[src/rtl/fifo_sync_param.sv]
`default_nettype none
// ============================================================================
//  Module   : fifo_sync_param
//  Purpose  : Single-clock parametrised FIFO with fill level, programmable
//             almost-full / almost-empty flags, sticky overflow / underflow
//             errors, synchronous flush and selectable read mode
//             (registered read or first-word-fall-through).
//  Ports    : clk          - clock, all logic on the rising edge
//             reset        - synchronous active-high reset
//             flush        - synchronous empty, overrides write/read
//             write/wdata  - write request and data
//             read         - read request (FWFT: pop the head word)
//             rdata        - read data
//             wfull/rempty - full / empty flags (registered)
//             almost_full  - level >= AF_THRESH
//             almost_empty - level <= AE_THRESH
//             level        - stored word count 0..DEPTH
//             overflow     - sticky, write attempted while full
//             underflow    - sticky, read attempted while empty
//  Revision : 1.0 - initial release
// ============================================================================
module fifo_sync_param #(
  parameter int WIDTH     = 32,
  parameter int ADDR      = 5,
  parameter int DEPTH     = 32,
  parameter int AF_THRESH = 28,
  parameter int AE_THRESH = 4,
  parameter int FWFT      = 0
) (
  input  logic             clk,
  input  logic             reset,
  input  logic             flush,
  input  logic             write,
  input  logic [WIDTH-1:0] wdata,
  input  logic             read,
  output logic [WIDTH-1:0] rdata,
  output logic             wfull,
  output logic             rempty,
  output logic             almost_full,
  output logic             almost_empty,
  output logic [ADDR:0]    level,
  output logic             overflow,
  output logic             underflow
);

  localparam logic [ADDR:0] C_DEPTH_LVL = (ADDR+1)'(DEPTH);
  localparam logic [ADDR:0] C_AF_LVL    = (ADDR+1)'(AF_THRESH);
  localparam logic [ADDR:0] C_AE_LVL    = (ADDR+1)'(AE_THRESH);

  if (DEPTH != (1 << ADDR)) begin : g_bad_depth
    $error("fifo_sync_param: DEPTH must equal 2**ADDR");
  end

  logic [WIDTH-1:0] mem_q [DEPTH];
  logic [ADDR:0]    wptr_q, rptr_q;
  logic [ADDR:0]    level_q, level_d;
  logic             wfull_q, rempty_q, afull_q, aempty_q;
  logic             ovf_q, unf_q;
  logic             wr_ok, rd_ok;

  // Acceptance is judged against the flags registered at the start of the
  // cycle; flush suppresses both transfers.
  assign wr_ok = write & ~wfull_q  & ~flush;
  assign rd_ok = read  & ~rempty_q & ~flush;

  always_comb begin
    level_d = level_q + (ADDR+1)'(wr_ok) - (ADDR+1)'(rd_ok);
    if (flush) begin
      level_d = '0;
    end
  end

  // Pointers, level, flags and sticky errors. Flags come from level_d so
  // they describe the state after this edge.
  always_ff @(posedge clk) begin
    if (reset) begin
      wptr_q   <= '0;
      rptr_q   <= '0;
      level_q  <= '0;
      wfull_q  <= 1'b0;
      rempty_q <= 1'b1;
      afull_q  <= 1'b0;
      aempty_q <= 1'b1;
      ovf_q    <= 1'b0;
      unf_q    <= 1'b0;
    end else begin
      if (flush) begin
        wptr_q <= '0;
        rptr_q <= '0;
      end else begin
        if (wr_ok) wptr_q <= wptr_q + 1'b1;
        if (rd_ok) rptr_q <= rptr_q + 1'b1;
        // Flush masks the request, so it cannot raise an error either.
        ovf_q <= ovf_q | (write & wfull_q);
        unf_q <= unf_q | (read & rempty_q);
      end
      level_q  <= level_d;
      wfull_q  <= (level_d == C_DEPTH_LVL);
      rempty_q <= (level_d == '0);
      afull_q  <= (level_d >= C_AF_LVL);
      aempty_q <= (level_d <= C_AE_LVL);
    end
  end

  // Storage is deliberately not reset.
  always_ff @(posedge clk) begin
    if (wr_ok && !reset) begin
      mem_q[wptr_q[ADDR-1:0]] <= wdata;
    end
  end

  if (FWFT != 0) begin : g_fwft
    // Head word is presented combinationally; a pop exposes the next word
    // right after the same edge.
    assign rdata = mem_q[rptr_q[ADDR-1:0]];
  end else begin : g_std
    logic [WIDTH-1:0] rdata_q;
    always_ff @(posedge clk) begin
      if (reset) begin
        rdata_q <= '0;
      end else if (rd_ok) begin
        rdata_q <= mem_q[rptr_q[ADDR-1:0]];
      end
    end
    assign rdata = rdata_q;
  end

  assign wfull        = wfull_q;
  assign rempty       = rempty_q;
  assign almost_full  = afull_q;
  assign almost_empty = aempty_q;
  assign level        = level_q;
  assign overflow     = ovf_q;
  assign underflow    = unf_q;

endmodule
`default_nettype wire
[config.mk]
export PLATFORM = sky130hd
export DESIGN_NAME = fifo_sync_param
export DESIGN_NICKNAME = d
export VERILOG_FILES = /design/src/rtl/fifo_sync_param.sv
export SDC_FILE = /design/constraint.sdc
export NUM_CORES = 1
export LEC_CHECK = 0
export ABC_AREA = 1
export CAP_MARGIN = 20
export CORE_MARGIN = 4
export CORE_UTILIZATION = 50
export CTS_BUF_LIST = sky130_fd_sc_hd__clkbuf_8 sky130_fd_sc_hd__clkbuf_16
export CTS_CLUSTER_DIAMETER = 80
export DETAILED_ROUTE_END_ITERATION = 12
export MAX_ROUTING_LAYER = met4
export PLACE_DENSITY = 0.66
export SLEW_MARGIN = 20
export SYNTH_ARGS = -nofsm -noshare
export SYNTH_HDL_FRONTEND = slang
export SYNTH_SLANG_ARGS = --single-unit
[constraint.sdc]
create_clock -name clk -period 11.85 [get_ports clk]
set_clock_uncertainty 0.05 [all_clocks]
set_input_delay 2.9625 -clock clk [delete_from_list [all_inputs] [get_ports clk]]
set_output_delay 2.9625 -clock clk [all_outputs]
set_load 0.005 [all_outputs]
==> reports/metrics.yaml <==
yosysUniqueCellTypes: 27
die_area_mm2: 0.0947
ant_nets: 0
critical-path-top-delay-family: "simple AND/OR/NAND/NOR gates"
critPathKind: "in -> reg"
htreeDepth: 3
nets: 4263
num_vias: 29800
post_cts.repair.setup_buffers: 0
grt_usage_pct: 25.8
clock_latency_ps: 680
hp-class: "reg -> reg"
leakage_uw: 0.0196
fmax_ghz: 0.165
path_common_cell: "nor2_1"
synthToLayoutAreaGrowth_pct: 12.6
combPwrFrac_pct: 6.8
synth-warning-count: 0
cts.path.max_buffers: 3
dr.pass1.iters: 6
startpoint: "flush"
die_w_um: 308
path_buf_inv: 3
finalPower_uw: 8310
syn-cell-area_mm2: 0.0449
numCtsBuffers: 110
post_drt_via_cell_ratio: 5.44
p_switching_uw: 1880
min_period_over_period_pct: 51.1
crit_arrival_ps: 6300
cts_sinks: 1078
synth_cells: 4194
crit_slowest_cell: "nor2_4"
core_mm2: 0.0888
die_height_um: 308
maxSlewHeadroom_pct: 27.4
grt_pass1_vias: 28000
synth_largest_area_cell: "edfxtp_1"
startpoint_type: "input port"
fin_crit_ps: 6060
avgSynthCellArea_um2: 10.7
rsz0062_at_grt: "no"
grt_pass1_wl_um: 178000
switching_share_pct: 22.7
io_buffers: 80
yosysSeqAreaShare_pct: 70.9
peakVddDrop_uv: 149
syn_nets: 4243
cp.depth: 7
p_clk_share_pct: 42.4
r2r-end: "rdata[0]$_SDFFE_PP0P_"
cp-endpoint: "mem_q[8][11]$_DFFE_PP_"
final_cell_mix: "nand2_1 (1399), edfxtp_1 (1024), nand3_1 (619)"
crit_required_ps: 12100
max_stage_delay_ps: 720
status: "completed"
grt_max_degree: 171
r2r-start: "rptr_q[0]$_SDFFE_PP0P_"
rows: 109
reg2reg_depth: 9
power.density_mw_per_mm2: 164
slew_viol_final: 0
worstMarginPinSlew_ps: 1090
final_common_cell: "nand2_1"
synth_top_area_share_pct: 68.5
grt_overflow: 0
drive_gt1_share_pct: 6.69
ctsResizeCount: 0
path_clk_slew_ps: 60
cp_max_fo: 19
finalSetupViolations: 0
finalInstanceArea_mm2: 0.0506
antenna_found_initial: 3
finalHoldViolCount: 0
r2r_slack_ps: 7560
path_cells: "clkdlybuf4s50_1, nor2_1, inv_1, nor2_1, nand2_1, nor2_4, buf_4"
cap_violations: 0
gp_congestion: 0.874
p_seq_share_pct: 50.8
placed_cell_area_mm2: 0.0466
whs_ps: 400
p_int_uw: 6420
start_util_pct: 50.6
ys_seq_elements: 1078
first_iter_violations: 3467
hold_buffers: 0
worstSetupEndpointType: "flip-flop"
post_drt_wl_per_cell_um: 21.7
dpl.hpwl_um: 67000
drc: 0
netlist_top_cells_area: "edfxtp_1 (68%), nand2_1 (12%), nand3_1 (6.9%), inv_1 (3.8%), dfxtp_1 (2.4%)"
root_buffer: "clkbuf_16"
drt-total-wl_um: 119000
fin_setup_tns_ps: 0
cts_tree: "built"
nFillCells: 7261
io_pins: 81
## per-stage QoR
| step | cells | util (%) | worst slack [ps] |
|---|---|---|---|
| floorplan | 4194 | - | 5800 |
| global placement | 5254 | 52.4 | 5240 |
| detailed placement | 5258 | 52.5 | 5200 |
| CTS | 5464 | 56.7 | 5890 |
| global route | 5474 | 56.9 | 5570 |
| finish | 5474 | 56.9 | 5790 |
## cell usage after synthesis
cell	n
nand2_1	1400
edfxtp_1	1024
nand3_1	619
inv_1	450
nor2_1	241
buf_2	136
a21oi_1	111
dfxtp_1	54
clkbuf_1	47
o21ai_0	36
buf_1	19
buf_4	16
ha_1	11
nand4_1	5
buf_6	4
nor3_1	4
inv_2	3
o21ai_1	3
nor4_1	2
or2_2	2
a2111oi_0	1
a31oi_1	1
fa_1	1
inv_4	1
nor2_2	1
o211ai_1	1
xor2_1	1
## per-layer routing
metal / track usage [%] / up-vias / wire length [um]
met1: 36.7 / 14400 / 50900
met4: 6.55 / 0 / 2880
met3: 5.52 / 185 / 11300
met5: - / - / 0
met2: 38.3 / 1306 / 53800
li1: - / 13900 / -
## power groups by stage
stage	Clock [uW]	Combinational [uW]	Sequential, uW
after detailed placement	0	556	4300
after global placement	0	553	4300
after floorplan	0	326	4290
after CTS	3550	560	4220
final	3520	566	4220
after global routing	3720	624	4220
## worst min-delay path by stage
stage / from / to / slack [ps] / depth (start not counted)
2_1_floorplan: overflow$_SDFFE_PP0N_ / overflow$_SDFFE_PP0N_ / 400 / 2
3_3_place_gp: underflow$_SDFFE_PP0N_ / underflow$_SDFFE_PP0N_ / 390 / 2
3_5_place_dp: underflow$_SDFFE_PP0N_ / underflow$_SDFFE_PP0N_ / 390 / 2
4_1_cts: underflow$_SDFFE_PP0N_ / underflow$_SDFFE_PP0N_ / 400 / 2
5_1_grt: overflow$_SDFFE_PP0N_ / overflow$_SDFFE_PP0N_ / 430 / 2
6_report: underflow$_SDFFE_PP0N_ / underflow$_SDFFE_PP0N_ / 400 / 2
## state kept, by name, summed over array words and instances, names as in the netlist
signal,count
almost_empty,1
almost_full,1
level,6
mem_q,1024
overflow,1
rdata,32
rempty,1
rptr_q,5
underflow,1
wfull,1
wptr_q,5
## worst register-to-register path, cell delays in order, from the launching register on
cell and delay, ps:
dfxtp_4 600, inv_16 540, buf_4 840, buf_4 900, o21ai_0 410, nand3_1 160
nand3_1 250, nand2_1 210, nand3_1 100, a21oi_1 140
## cell type report
| cell class | count | area, um^2 | share of cell area [%] |
|---|---|---|---|
| clock inverters | 90 | 845 | 1.67 |
| repair buffers | 130 | 1300 | 2.57 |
| diodes | 1 | 2.50 | 0.00495 |
| flip-flops and latches | 1078 | 31800 | 63.0 |
| inverters | 454 | 1730 | 3.43 |
| well taps | 1165 | 1460 | 2.88 |
| multi-input cells | 2440 | 10500 | 20.8 |
| clock buffers | 116 | 2850 | 5.63 |
## kinds of logic (layout without fill, tap and decap cells)
kind of cell	after synthesis	in the layout	share of synthesized area, %
AOI/OAI and AO/OA	153	153	1.72
xor gates and xnor gates	1	1	0.0195
adders and majority gates	12	12	0.351
buffers and inverters	676	790	6.24
DFF	1078	1078	70.9
other	0	1	0
and+or+nand+nor	2274	2274	20.8
Power figures use the tool's default switching activity.
==> edit, RTL diff (same settings) <==
`WIDTH`: 32 -> 16.
--- a/src/rtl/fifo_sync_param.sv
+++ b/src/rtl/fifo_sync_param.sv
@@ -20,7 +20,7 @@
 //  Revision : 1.0 - initial release
 // ============================================================================
 module fifo_sync_param #(
-  parameter int WIDTH     = 32,
+  parameter int WIDTH     = 16,
   parameter int ADDR      = 5,
   parameter int DEPTH     = 32,
   parameter int AF_THRESH = 28,
Interface: changed (resized rdata and wdata); port bits go from 81 to 49. No check against the original RTL was run, so the function may have changed too.
==> edit against the unedited design <==
- combinational power shrank 46%
- total power shrank 51%
- synthesized cell count shrank 48%
- sequential share of layout area shrank 0.39 points
- routed wire length shrank 51%
- clock power shrank 54%
- area after synthesis shrank 49%
- worst setup slack gained 33 ps
- cell area shrank 49%
- sequential cell count shrank 528
- first-iteration DRC count shrank 51%
- critical path type unchanged
==> edit: results (changes against the unedited design) <==
* Number of global-route vias before repair: 14703 (-47%)
* Slowest-stage cell, CP: clkdlybuf4s50_1
- The via density per instance is 5.36 (-1.6%).
- Pleak: 0.0101 uW (-48%)
- Top cells by instance count after synthesis: 711 x nand2_1, 512 x edfxtp_1, 316 x nand3_1, 244 x inv_1, 146 x nor2_1
- The number of fill cells came to 3917 (-46%).
- The run finished with clean final reports.
- The placed instance count is 2774 (-47%).
- Wire length of the first global-routing pass: 87900 um (-51%)
- The global router's overall resource usage was 23.9% (-1.9 points).
- Mean instance size in the synthesized netlist: 10.5 sq um (-1.9%)
* Net count of the mapped netlist: 2230 (-47%)
- H-tree depth: 2 (-1)
- The signal arrival time at the worst endpoint is 6270 ps (-30 ps).
- The number of CTS-inserted buffers came to 56 (-49%).
* Post-synthesis cell type count: 24 (-11%)
* Avg WL per Cell: 20.3 um (-6.6%)
- The total routed wirelength came to 58400 um (-51%).
- The fraction of final layout cells sized beyond drive strength 1 was 6.02% (-0.67 points).
* Final core utilization: 56.7% (-0.23 points)
- The global placement routability congestion came to 0.886 (+1.4%).
- Sum of net half-perimeters after detailed placement: 34800 um (-48%)
* Antenna diode count: 0 (-1)
* Maximum number of pins on one net before global-route repair: 93 (-46%)
* Worst slew slack as a fraction of its limit: 29.7% (+2.3 points)
==> edit: cell types whose count changed after synthesis, sizes merged, moves of 48 or more <==
cell    delta
a21oi     -48
buf       -97
nand3    -303
edfxtp   -512
nand2    -689
nor2      -94
inv      -209
==> edit: path summary, 6_finish.rpt <==
path	slack, ps	to	cells past startpoint
max reg2reg	8470	rdata[6]	10
max	5830	mem_q[8][12]	7
min reg2reg	410	underflow	2
min	410	underflow	2
==> edit: metal layers <==
layer | vias to the layer above | track usage (%) | share of wire [%]
met2 | 615 | 37.2 | 47
li1 | 7318 | - | -
met5 | - | - | 0
met1 | 7373 | 33.4 | 43
met3 | 101 | 3.18 | 7.4
met4 | 0 | 7.08 | 2.6
==> edit: cells by family (layout without fill, tap and decap cells) <==
| family | after synthesis | in the layout | synth area share, % |
|---|---|---|---|
| compound gates | 90 | 90 | 1.96 |
| xor+xnor | 1 | 1 | 0.0380 |
| fa+ha+maj | 12 | 12 | 0.683 |
| buf+inv | 357 | 436 | 6.25 |
| flops | 550 | 550 | 69.9 |
| simple gates | 1187 | 1187 | 21.2 |
==> edit: metrics by stage <==
| step | hold WS (ps) | worst slack [ps] |
|---|---|---|
| 2_1_floorplan | 397 | 6560 |
| 3_3_place_gp | 393 | 5180 |
| 3_5_place_dp | 404 | 5020 |
| 4_1_cts | 413 | 5650 |
| 5_1_grt | 444 | 5720 |
| 6_report | 409 | 5830 |
==> edit: power breakdown <==
part           leakage [uW]  switching (uW)  internal (uW)  total, uW
combinational       0.00429             214           90.7        304
clock              0.000910             709            910       1620
sequential          0.00491            21.4           2140       2160
total                0.0101             944           3140       4080
==> edit: layout make-up <==
cell class	count	share of cell area, %
clock buffer	58	5.58
clock inverter	43	0.873
timing repair buffer	88	3.00
multi-input combinational	1290	21.4
tap	600	2.91
sequential	550	62.6
inverter	247	3.62
